## src/rtl/ssd_tdm_scanner.sv

```systemverilog
// ssd_tdm_scanner
// Scans an N-digit common-anode seven-segment display one digit slot at a time.
// Each slot opens with a short all-anodes-off guard to stop ghosting, then
// drives that digit's anode low and its code on bin_out. The code 4'hF blanks.
// The BCD value is latched once per frame, so every digit in a frame comes
// from the same snapshot. Outputs are registered from next-state values, which
// keeps them in step with the slot counter without decode glitches.

module ssd_tdm_scanner #(
   parameter int N_DIGITS     = 4,
   parameter int SCAN_DIV     = 100000,
   parameter int GUARD_CYCLES = 1000,
   localparam int IW          = $clog2(N_DIGITS),
   localparam int CW          = $clog2(SCAN_DIV)
) (
   input  logic                  clk,
   input  logic                  rst,
   input  logic [4*N_DIGITS-1:0] bcd_in,
   input  logic [N_DIGITS-1:0]   digit_en,
   input  logic                  lz_blank_en,
   output logic [3:0]            bin_out,
   output logic [N_DIGITS-1:0]   an,
   output logic [IW-1:0]         slot_idx
);

   localparam logic [CW-1:0] CNT_LAST = CW'(SCAN_DIV - 1);
   localparam logic [IW-1:0] IDX_LAST = IW'(N_DIGITS - 1);

   logic [CW-1:0]         cnt;
   logic [CW-1:0]         cnt_nxt;
   logic [IW-1:0]         idx;
   logic [IW-1:0]         idx_nxt;
   logic [4*N_DIGITS-1:0] shadow;
   logic [4*N_DIGITS-1:0] shadow_nxt;
   logic                  cnt_wrap;
   logic                  idx_wrap;
   logic                  show;
   logic                  run_zero;
   logic [N_DIGITS-1:0]   lead_zero;
   logic [3:0]            digit_sel;
   logic [N_DIGITS-1:0]   an_nxt;
   logic [3:0]            bin_nxt;

   // Next slot position; the snapshot is refreshed on the edge that enters slot 0.
   always_comb begin
      cnt_wrap   = (cnt == CNT_LAST);
      idx_wrap   = (idx == IDX_LAST);
      cnt_nxt    = cnt + 1'b1;
      idx_nxt    = idx;
      shadow_nxt = shadow;
      if (cnt_wrap) begin
         cnt_nxt = '0;
         if (idx_wrap) begin
            idx_nxt    = '0;
            shadow_nxt = bcd_in;
         end else begin
            idx_nxt = idx + 1'b1;
         end
      end
   end

   // Guard phase covers the first GUARD_CYCLES counts of every slot.
   generate
      if (GUARD_CYCLES == 0) begin : g_no_guard
         assign show = 1'b1;
      end else begin : g_guard
         assign show = (cnt_nxt >= CW'(GUARD_CYCLES));
      end
   endgenerate

   // Leading-zero map: lead_zero[i] is set when snapshot digits i..N-1 are all zero.
   always_comb begin
      run_zero  = 1'b1;
      lead_zero = '0;
      for (int i = N_DIGITS - 1; i >= 0; i--) begin
         run_zero     = run_zero & (shadow_nxt[4*i +: 4] == 4'h0);
         lead_zero[i] = run_zero;
      end
   end

   // Output decode for the upcoming (idx, cnt); digit 0 is never zero-suppressed.
   always_comb begin
      digit_sel = shadow_nxt[4*idx_nxt +: 4];
      an_nxt    = '1;
      bin_nxt   = 4'hF;
      if (show) begin
         an_nxt[idx_nxt] = 1'b0;
         if (!digit_en[idx_nxt]) begin
            bin_nxt = 4'hF;
         end else if (lz_blank_en && (idx_nxt != '0) && lead_zero[idx_nxt]) begin
            bin_nxt = 4'hF;
         end else begin
            bin_nxt = digit_sel;
         end
      end
   end

   // Slot state, snapshot and registered outputs all advance on the same edge.
   always_ff @(posedge clk or posedge rst) begin
      if (rst) begin
         cnt     <= '0;
         idx     <= '0;
         shadow  <= '0;
         an      <= '1;
         bin_out <= 4'hF;
      end else begin
         cnt     <= cnt_nxt;
         idx     <= idx_nxt;
         shadow  <= shadow_nxt;
         an      <= an_nxt;
         bin_out <= bin_nxt;
      end
   end

   assign slot_idx = idx;

endmodule
```

## config.mk

```make
export PLATFORM = sky130hd
export DESIGN_NAME = ssd_tdm_scanner
export DESIGN_NICKNAME = d
export VERILOG_FILES = /design/src/rtl/ssd_tdm_scanner.sv
export SDC_FILE = /design/constraint.sdc
export NUM_CORES = 1
export LEC_CHECK = 0
export CAP_MARGIN = 40
export CORE_ASPECT_RATIO = 0.7
export CORE_MARGIN = 2
export CORE_UTILIZATION = 40
export CTS_BUF_LIST = sky130_fd_sc_hd__clkbuf_8
export CTS_CLUSTER_DIAMETER = 100
export DETAILED_ROUTE_END_ITERATION = 8
export PLACE_DENSITY_LB_ADDON = 0.2
export REMOVE_ABC_BUFFERS = 1
export SYNTH_ARGS = -nofsm -noshare
export SYNTH_HDL_FRONTEND = slang
export SYNTH_SLANG_ARGS = --single-unit
```

## constraint.sdc

```tcl
create_clock -name clk -period 6 [get_ports clk]
set_input_delay 1.8 -clock clk [delete_from_list [all_inputs] [get_ports clk]]
set_output_delay 1.8 -clock clk [all_outputs]
set_load 0.01 [all_outputs]
```

[Word level (Yosys, flattened, before mapping)]
Cells that the tools add are included.
Widths: inputs -> output; s select.
Cells by class
  $add $sub $neg: 2
  $mul: 0
  divide/modulo/power cells: 0
  magnitude comparators: 3
  eq/ne operators: 2
  shifts and indexed selects: 1
  muxes and demuxes: 15
  bitwise gates (word level): 4
  reduce and logical (&&, ||, !) cells: 8
Operators with widths (count)
  $mux 16: 2
  $add 17x1->17 const B: 1
  $eq 17x17->1 const B: 1
  $ge 17x10->1 const B: 1
  $mux 17: 1
  $logic_not 4->1: 4
  $mux 4: 4
  $shiftx 16x5->4: 1
  $bmux 1 s2: 2
  $mux 2: 2
  $not 4->4: 1
  $and 1x1->1: 3
  $logic_and 1x1->1: 3
  $lt 2x3->1 const B: 1
  $mux 1: 3
  $add 2x1->2 const B: 1
  $demux 1 s2: 1
  $eq 2x2->1 const B: 1
  $ge 2x1->1 const B: 1
  $reduce_bool 2->1: 1
Word-level totals
  flip-flop bits (word level): 43
  latch bits: 0
  memory bits (writable): 0
  bits in read-only memories: 0
  output and inout port bits: 10
  logic and storage cells: 40
  memories kept: 0

[Depth between registers and ports, before layout]
Gate-level depths: netlist of run 1.
  depth after elaboration: 13
  mapped depth: 9

[Worst setup path after synthesis of run 1]
Ideal clock, no wire load.
  path kind: input -> register
  start point: input port bcd_in[13]
  end point: register bin_out[0]
  arrival: 2.669 ns
  setup slack: 3.247 ns
  cell stages on the path: 7
  cells stage by stage: and4b_1 nand3_1 o21a_1 o221ai_1 a221oi_2 o21ai_2 nand3b_1
On the way
  cells in the longest elaborated chain, start to end: 12
Ends and longest elaborated chain
  from (decl): line 18  | input logic [4*N_DIGITS-1:0] bcd_in,
  $mux 16 (*): line 53  | if (idx_wrap) begin
  $mux 16 (*): line 51  | if (cnt_wrap) begin
  $logic_not 4->1 (*): line 76  | run_zero = run_zero & (shadow_nxt[4*i +: 4] == 4'h0);
  $and 1x1->1 (3 in a row): line 76
  $bmux 1 s2 (*): line 90  | end else if (lz_blank_en && (idx_nxt != '0) && lead_zero[idx_nxt]) begin
  $mux 1 (implied by the code) (*): line 90
  $logic_and 1x1->1 (*): line 90
  $mux 4 (*): line 90
  $mux 4 (*): line 88  | if (!digit_en[idx_nxt]) begin
  $mux 4 (*): line 86  | if (show) begin
  via bin_nxt[0]: line 42  | logic [3:0] bin_nxt;
  to (signal assigned): line 111  | bin_out <= bin_nxt;
  to (decl): line 21  | output logic [3:0] bin_out,
The timed path passes the listed nets; every way through them passes the cells marked *. The select of a mux whose other input is x is not followed.

[Final worst setup path of run 1]
  start point: input port bcd_in[12]
  end point: register bin_out[3]
The elaborated chain is that of the path after synthesis.

==> run metrics, run 1 <==
run status finished, final reports clean; fill count 479; Pleak 0.001146 uW; Synth area leaders dfrtp_1 39%, dfstp_2 9.3%, mux2_2 7.5%; Worst Reg-to-Reg Cells 6; PwrDens between 200 and 250 nW/um^2; WL per Instance 15.62 microns; reg2reg setup slack 2.74 ns; Final setup violation count 0; Synth Flop Type dfrtp_1; HP Class reg2reg; Die Ht 66.87 microns; GRT Residual Overflow 0; die area about 6300 sq um; # IOs 33; CTS tree built; Critical Path Source Type primary input; Clock Latency Late Sink 0.29 ns; final instance area 2760 sq um; r2r startpoint cnt[12]; ratio of cells with drive above 1 in the final layout 20.97%; CP startpoint bcd_in[12]; fin crit share 54.74%; leading area contributor after synthesis dfrtp_1; drt drc 0; Synth Cell Area 2258 sq um; largest net degree at the start of global routing 44; Reg-to-Reg End bin_out[2]; max frequency 0.3045 GHz; Initial Util 42.29%; I/O Buffers 32; skew final about 0.0046 ns; nets 272; final antenna-violating net count 0; crit path capture bin_out[3]; dpl ws approximately 2.5 ns; post-cts sizing count 0; worst hold start shadow[3]; pin slew with the least headroom to its limit 0.6942 ns; slowest stage delay, CP 0.45 ns; Yosys reg bits 43; max cap viols 0; area added between synthesis and finish 22.22%; CTS Buffer Depth 2; asr flop ratio synth 100.0%; DP HPWL 3661 microns; Syn. warnings 0; ant diodes 0; first-pass GRT wire length about 8400 microns; H-tree levels 2; vias in the first global route between 1500 and 2000; initial antenna violation count 0; vias per cell ~5.3; Sink Count 43; dominant cell by count in the synthesized netlist dfrtp_1; crit path capture type flip-flop; CP Max Fanout 4; CP arrival 3.51 ns; Avg Cell Area, Syn 10.65 sq um; CTS Root Cell clkbuf_8; final WL between 4000 and 5000 microns; final worst setup slack 2.716 ns; gr usage total 17.78%; Pre-antenna DRT Iters 4; Slew HR 52.39%; Post-synth EDFFs 0; critical setup path kind in2reg; Setup TNS 0 ns; worst vdd ir roughly 0.00011 V; initial drt markers 159; CP max stage cell nor4_1; crit-path cells clkdlybuf4s50_1 -> nor4_1 -> nand3_1 -> o21a_1 -> o221ai_1 -> a221oi_2 -> o21ai_2 -> nand3b_1; crit path time final around 3.3 ns; WP data required 6.23 ns; num rows 22; Final Hold Fails 0; share of the synthesized area in the top cell type about two fifths; pins over their slew limit 0; Syn Inst Count 212; hold path depth 1; Placed Area 2620 sq um; total CTS buffers 5; Core Region 5340 sq um; Hold WS about 0.5 ns; Yosys cell types 44; clock slew at reported path FFs roughly 0.08 ns; die width 93.81 microns; Hold Buf Count CTS 0; sequential area share after synthesis around half; vias 1682; RePlAce Congestion 0.8186; unrepaired setup endpoints after global routing no; Commonest cells post-synth 35 x dfrtp_1, 27 x nor2_1, 15 x mux2_2, 15 x nand3_1, 10 x nand2_1; Final Util 51.69%; # Post-CTS Setup Buffers 0
cell type report:
| class | count | area (sq um) | share of cell area, % |
|---|---|---|---|
| Clock inverter | 3 | 63.81 | 2.312 |
| Timing Repair Buffer | 34 | 335.3 | 12.15 |
| Multi-Input combinational cell | 153 | 1079 | 39.08 |
| Clock buffer | 5 | 68.82 | 2.493 |
| Tap cell | 72 | 90.09 | 3.264 |
| Inverter | 10 | 37.54 | 1.360 |
| Sequential cell | 43 | 1086 | 39.35 |
cell families after synthesis:
kind of cell	Yosys count	share of synthesized area, %
and+or+nand+nor	95	24.71
xor gates and xnor gates	11	4.266
DFF	43	48.09
AOI/OAI and AO/OA	24	7.036
adders and majority gates	2	1.108
buffers and inverters	16	4.155
muxes	21	10.64
power by group:
part / internal [uW] / total (uW) / switching [uW] / leakage, uW
combinational: 20.8 / 34.7 / 13.9 / 0.000555
sequential: 295 / 299 / 3.86 / 0.000522
clock: 165 / 264 / 99.7 / 0.0000695
how the worst min path moves through the flow:
stage | to
floorplan | cnt[0]
global placement | shadow[2]
detailed placement | shadow[3]
CTS | shadow[3]
global route | shadow[2]
finish | shadow[3]
per-stage QoR:
step	power, uW	cells
floorplan	318.0	206
global placement	339.5	311
detailed placement	339.7	311
CTS	605.1	319
global route	626.6	320
finish	598.3	320
sequential cells by signal (all words and copies together) (netlist names):
name / cells
an: 4
bin_out: 4
cnt: 17
shadow: 16
slot_idx: 2
per-layer routing:
metal / vias to the layer above / track usage [%] / wire [microns]
met5: - / 0 / 0
li1: 834 / - / -
met2: 44 / 21.34 / 1880
met4: 0 / 4.891 / 35
met1: 802 / 29.73 / 2786
met3: 2 / 4.638 / 295
critical path, delay by kind of cell:
family	cells	cell delay, ns
AND/OR/NAND/NOR	3	0.75
AO/OA/AOI/OAI	4	0.53
buffers and inverters	1	0.42
cells in the final DEF (no fill, tap or decap), types with 3 or more instances in the layout:
master	synthesis	final
dfstp_2	8	8
a21oi_1	5	5
nand2_1	10	10
o21ai_0	9	9
mux2i_1	3	3
mux2_2	15	15
nand3_1	15	15
xnor2_1	5	5
nand4_1	4	4
or3_1	5	5
nor2_1	27	27
or3_2	6	6
clkbuf_8	0	5
dfrtp_1	35	35
nor4_1	7	7
inv_1	9	10
nand4b_1	3	3
nand3b_1	4	4
clkdlybuf4s50_1	0	32
nor3_1	4	4
xor2_1	6	6
(Power assumes the default switching activity.)
==> run 2, diff against run 1 <==
Clock period 6 ns to 3.2 ns, I/O delays scaled along.
==> run metrics, run 2 (same netlist as run 1, synthesis figures left out) <==
dpl ws 0.5321 ns (was 2.466 ns); Pre-antenna DRT Iters 4 (unchanged); vias in the first global route 1605 (was 1580); critical setup path kind reg2reg (was in2reg); final WL 4975 microns (was 4997 microns); Worst Reg-to-Reg Cells 6 (unchanged); commonest cells after routing, fill and taps aside 35 x dfrtp_1, 32 x clkdlybuf4s50_1, 27 x nor2_1, 15 x nand3_1, 15 x mux2_2 (unchanged); final antenna-violating net count 0 (unchanged); fin crit share 84.13%; pin slew with the least headroom to its limit 0.6193 ns (was 0.6942 ns); CTS tree built (unchanged); crit path time final ~2.7 ns; worst vdd ir 0.0001484 V (was 0.0001134 V); Worst Hold End cnt[0] (was shadow[3]); area added between synthesis and finish 22.88% (was 22.22%); Largest regs cnt: 17 flops, shadow: 16 flops (unchanged); ratio of cells with drive above 1 in the final layout 22.62% (was 20.97%); reg2reg setup slack 0.51 ns (was 2.74 ns); pins over their slew limit 0 (unchanged); total CTS buffers 5 (unchanged); initial antenna violation count 0 (unchanged); PwrDens 386.1 nW/um^2 (was 216.8 nW/um^2); worst hold start cnt[0] (was shadow[3]); unrepaired setup endpoints after global routing no (unchanged); dpl cells 316 (was 311); clock slew at reported path FFs 0.08 ns (about the same); commonest non-fill, non-tap cell in the layout dfrtp_1 (unchanged); initial drt markers 161 (was 159); max frequency 0.3714 GHz; CP arrival 2.93 ns (was 3.51 ns); H-tree levels 2 (unchanged); Sink Count 43 (unchanged); nets 276 (was 272); run status finished, final reports clean (unchanged); max cap viols 0 (unchanged); CTS Buffer Depth 2 (unchanged); drt drc 0 (unchanged); gr usage total 17.58% (was 17.78%); Critical Path Source Type flip-flop (was primary input); HP Class reg2reg (unchanged); num rows 22 (unchanged); hold path depth 1 (unchanged); Die Ht 66.87 microns (unchanged); Setup TNS 0 ns (unchanged); DP HPWL 3720 microns (was 3661 microns); Slew HR 58.33% (was 52.39%); ant diodes 0 (unchanged); die width 93.81 microns (unchanged); # IOs 33 (unchanged); vias per cell 5.324 (was 5.256); post-cts sizing count 0 (unchanged); first-pass GRT wire length 8162 microns (was 8397 microns); Pleak 0.001157 uW (was 0.001146 uW); Final Util 51.97% (was 51.69%); crit path capture type flip-flop (unchanged); WL per Instance 15.35 microns (was 15.62 microns); fill count 525 (was 479); Final setup violation count 0 (unchanged); r2r startpoint cnt[12] (unchanged); Hold Buf Count CTS 0 (unchanged); total power 1072 uW (was 598.3 uW); WP data required 3.43 ns (was 6.23 ns); vias 1725 (was 1682); Initial Util 42.29% (unchanged); area of the multi-input gates 1079 sq um (unchanged); Reg-to-Reg End bin_out[2] (unchanged); Post-Layout Cell Count 324 (was 320); Final Hold Fails 0 (unchanged); CTS Root Cell clkbuf_8 (unchanged); Clock Latency Late Sink 0.30 ns (was 0.29 ns); Largest register FFs 17 (unchanged); Core Region 5340 sq um (unchanged); final worst setup slack 0.5078 ns (was 2.716 ns); I/O Buffers 32 (unchanged); FF+latch area 1086 sq um (unchanged); # Post-CTS Setup Buffers 0 (unchanged); GRT Residual Overflow 0 (unchanged); skew final 0.009582 ns (was 0.004551 ns); CP Max Fanout 7 (was 4); die area 6273 sq um (unchanged); largest net degree at the start of global routing 44 (unchanged); Largest Register cnt (unchanged); RePlAce Congestion 0.8646 (was 0.8186)
==> run 2: cell count changes in the layout (fill, tap and decap cells not counted), sizes merged <==
cell,previous run,this run
buf,1,6
bufinv,2,1
clkinv,1,2
inv,10,9
==> run 2: worst max-delay path by stage <==
stage / startpoint / to / slack (ns) / cells after the start
finish: cnt[12] / bin_out[2] / 0.51 / 6
global route: cnt[15] / bin_out[1] / 0.25 / 8
CTS: cnt[12] / bin_out[1] / 0.51 / 8
detailed placement: bcd_in[12] / bin_out[2] / 0.53 / 8
global placement: cnt[12] / bin_out[1] / 0.52 / 8
floorplan: cnt[11] / bin_out[0] / 0.28 / 7
==> run 2: report_power, final <==
part	total (uW)	switching (uW)	internal, uW
registers	561	6.95	554
clock network	447	195	253
logic	63.6	24.7	38.9
==> run 2: critical path: stages (launching register included) <==
cell and delay, ns:
dfrtp_1 0.47, or4b_4 0.54, nor4_4 0.41, mux2i_1 0.39, inv_1 0.21, or3_2 0.50, nand3b_1 0.11
==> run 2: layout make-up <==
type	instances	share of cell area [%]
clock buffer	6	2.976
inverter	10	1.353
multi-input combinational	153	38.86
tap	72	3.246
sequential	43	39.13
timing repair buffer	38	13.17
clock inverter	2	1.262
==> run 2: routing by layer <==
layer	up-vias	wire [microns]	GRT usage, %
met1	828	2809	28.51
met3	6	265	4.638
met4	0	53	5.435
met2	55	1847	21.79
met5	-	0	0
li1	836	-	-
==> run 2: stage by stage <==
stage,hold WS (ns),cell area [sq um]
after detailed placement,0.4770,2658
after global routing,0.5078,2775
after global placement,0.4782,2658
after floorplan,0.4549,2202
final,0.4837,2775
after CTS,0.4867,2775
==> run 3, diff against run 2 <==
Clock period 3.2 ns to 2.4 ns, I/O delays scaled along.
==> run metrics, run 3 (same netlist as run 1, synthesis figures left out) <==
dpl ws -0.07763 ns (was 0.5321 ns); Worst Reg-to-Reg Cells 8 (was 6); final worst setup slack 0.01467 ns (was 0.5078 ns); Clock Latency Late Sink 0.30 ns (about the same); worst vdd ir 0.0002467 V (was 0.0001484 V); commonest non-fill, non-tap cell in the layout dfrtp_1 (unchanged); Clk pwr share 43.8% (was 41.8%); nets 302 (was 276); Buf/Inv on CP 2 (was 1); Slew HR 60.08% (was 58.33%); Reg power frac 49.7% (was 52.3%); worst hold start shadow[3] (was cnt[0]); final instance area 3092 sq um (was 2775 sq um); Sw Share 19.46% (was 21.11%); max cap viols 0 (unchanged); drt drc 0 (unchanged); Psw 292.3 uW (was 226.2 uW); WL per Instance 15.17 microns (was 15.35 microns); final antenna-violating net count 0 (unchanged); pin slew with the least headroom to its limit 0.5933 ns (was 0.6193 ns); WP data required 2.64 ns (was 3.43 ns); Die Ht 66.87 microns (unchanged); internal cell power 1210 uW (was 845.4 uW); area added between synthesis and finish 36.90% (was 22.88%); max frequency 0.4192 GHz (was 0.3714 GHz); Reg-to-Reg End bin_out[2] (unchanged); ratio of cells with drive above 1 in the final layout 32.37% (was 22.62%); ant diodes 0 (unchanged); vias 1863 (was 1725); final WL 5311 microns (was 4975 microns); Final Hold Fails 0 (unchanged); crit path capture type flip-flop (unchanged); Pre-antenna DRT Iters 4 (unchanged); commonest cells after routing, fill and taps aside 35 x dfrtp_1, 32 x clkdlybuf4s50_1, 27 x buf_4, 26 x nor2_1 (was 35 x dfrtp_1, 32 x clkdlybuf4s50_1, 27 x nor2_1, 15 x nand3_1, 15 x mux2_2); Critical Path Source Type flip-flop (unchanged); CP arrival 2.62 ns (was 2.93 ns); H-tree levels 2 (unchanged); clock slew at reported path FFs 0.08 ns (about the same); vias in the first global route 1673 (was 1605); reg2reg setup slack 0.01 ns (was 0.51 ns); critical setup path kind reg2reg (unchanged); CTS Root Cell clkbuf_8 (unchanged); crit path time final 2.385 ns (was 2.692 ns); CP max stage cell or4b_4 (unchanged); Core Region 5340 sq um (unchanged); CTS Buffer Depth 2 (unchanged); unrepaired setup endpoints after global routing yes (was no); Largest register FFs 17 (unchanged); RePlAce Congestion 0.8701 (was 0.8646); run status finished, final reports clean (unchanged); Comb power frac 6.5% (was 5.9%); gr usage total 18.15% (was 17.58%); hold path depth 1 (unchanged); # IOs 33 (unchanged); GRT Residual Overflow 0 (unchanged); most frequent CP cell buf_6; die width 93.81 microns (unchanged); Pleak 0.001334 uW (was 0.001157 uW); DP HPWL 4121 microns (was 3720 microns); Setup TNS 0 ns (unchanged); pins over their slew limit 0 (unchanged); total CTS buffers 5 (unchanged); HP Class reg2reg (unchanged); slowest stage delay, CP 0.58 ns (was 0.54 ns); r2r startpoint cnt[11] (was cnt[12]); PwrDens 486.0 nW/um^2 (was 386.1 nW/um^2); vias per cell 5.323 (was 5.324); Sink Count 43 (unchanged); Placed Area 2868 sq um (was 2658 sq um); crit-path cells or4b_4 -> nor4_4 -> buf_6 -> mux2i_4 -> buf_6 -> nor2_1 -> or3_2 -> nand3b_1 (was or4b_4 -> nor4_4 -> mux2i_1 -> inv_1 -> or3_2 -> nand3b_1); die area 6273 sq um (unchanged); Largest Register cnt (unchanged); skew final 0.004666 ns (was 0.009582 ns); Hold Buf Count CTS 0 (unchanged); num rows 22 (unchanged); Final setup violation count 0 (unchanged); largest net degree at the start of global routing 22 (was 44); CP Max Fanout 6 (was 7); delay-heaviest family, CP simple AND/OR/NAND/NOR gates (unchanged); CTS tree built (unchanged); Worst Hold End shadow[3] (was cnt[0]); initial drt markers 165 (was 161); initial antenna violation count 0 (unchanged); Initial Util 42.29% (unchanged); Largest regs cnt: 17 flops, shadow: 16 flops (unchanged); fin crit share 99.39% (was 84.13%); first-pass GRT wire length 8549 microns (was 8162 microns); I/O Buffers 32 (unchanged)
## run 3: what timing repair did
| item | CTS | global route |
|---|---|---|
| cloned | 0 | 1 |
| buffers inserted | 1 | 1 |
| hold endpoints to repair | 0 | 0 |
| resized for setup | 3 | 13 |
| endpoints found under the setup margin | 8 | 8 |
| pin swaps | 1 | 0 |
## run 3: worst max path at each step
| stage | start | end | slack (ns) | cells past startpoint |
|---|---|---|---|---|
| 4_1_cts | cnt[11] | an[0] | 0.03 | 9 |
| 5_1_grt | cnt[11] | bin_out[2] | -0.13 | 9 |
| 2_1_floorplan | cnt[11] | bin_out[0] | -0.52 | 7 |
| 6_report | cnt[11] | bin_out[2] | 0.01 | 8 |
| 3_5_place_dp | cnt[11] | bin_out[2] | -0.08 | 9 |
| 3_3_place_gp | cnt[11] | an[2] | -0.05 | 9 |
## run 3: layout make-up
| cell class | instances | area (sq um) |
|---|---|---|
| multi-input combinational | 153 | 1140 |
| clock buffer | 5 | 68.82 |
| tap | 72 | 90.09 |
| sequential | 43 | 1086 |
| inverter | 10 | 37.54 |
| clock inverter | 3 | 63.81 |
| fill | 476 | 2248 |
| timing repair buffer | 64 | 605.6 |
## run 3: metrics by stage
stage	total power [uW]	utilization, %	instances	hold slack [ns]
floorplan	795.1	-	206	0.4549
global placement	856.8	53.70	339	0.4850
detailed placement	858.0	53.70	339	0.4794
CTS	1518	56.58	348	0.5098
global route	1560	57.90	350	0.5288
finish	1502	57.90	350	0.5059
## run 3: layer usage
layer  global-route usage (%)  wire length, microns  vias to the layer above
met1                    30.00                  2901                      913
met3                    3.394                   373                        4
li1                         -                     -                      891
met4                    5.978                    54                        0
met5                        0                     0                        -
met2                    22.86                  1980                       55
## run 3: power groups by stage
| stage | sequential [uW] | combinational, uW | clock (uW) |
|---|---|---|---|
| after floorplan | 757 | 37.6 | 0 |
| after global placement | 760 | 96.3 | 0 |
| final | 747 | 97.3 | 658 |
| after CTS | 747 | 98.2 | 672 |
| after global routing | 749 | 106 | 705 |
| after detailed placement | 761 | 97.0 | 0 |
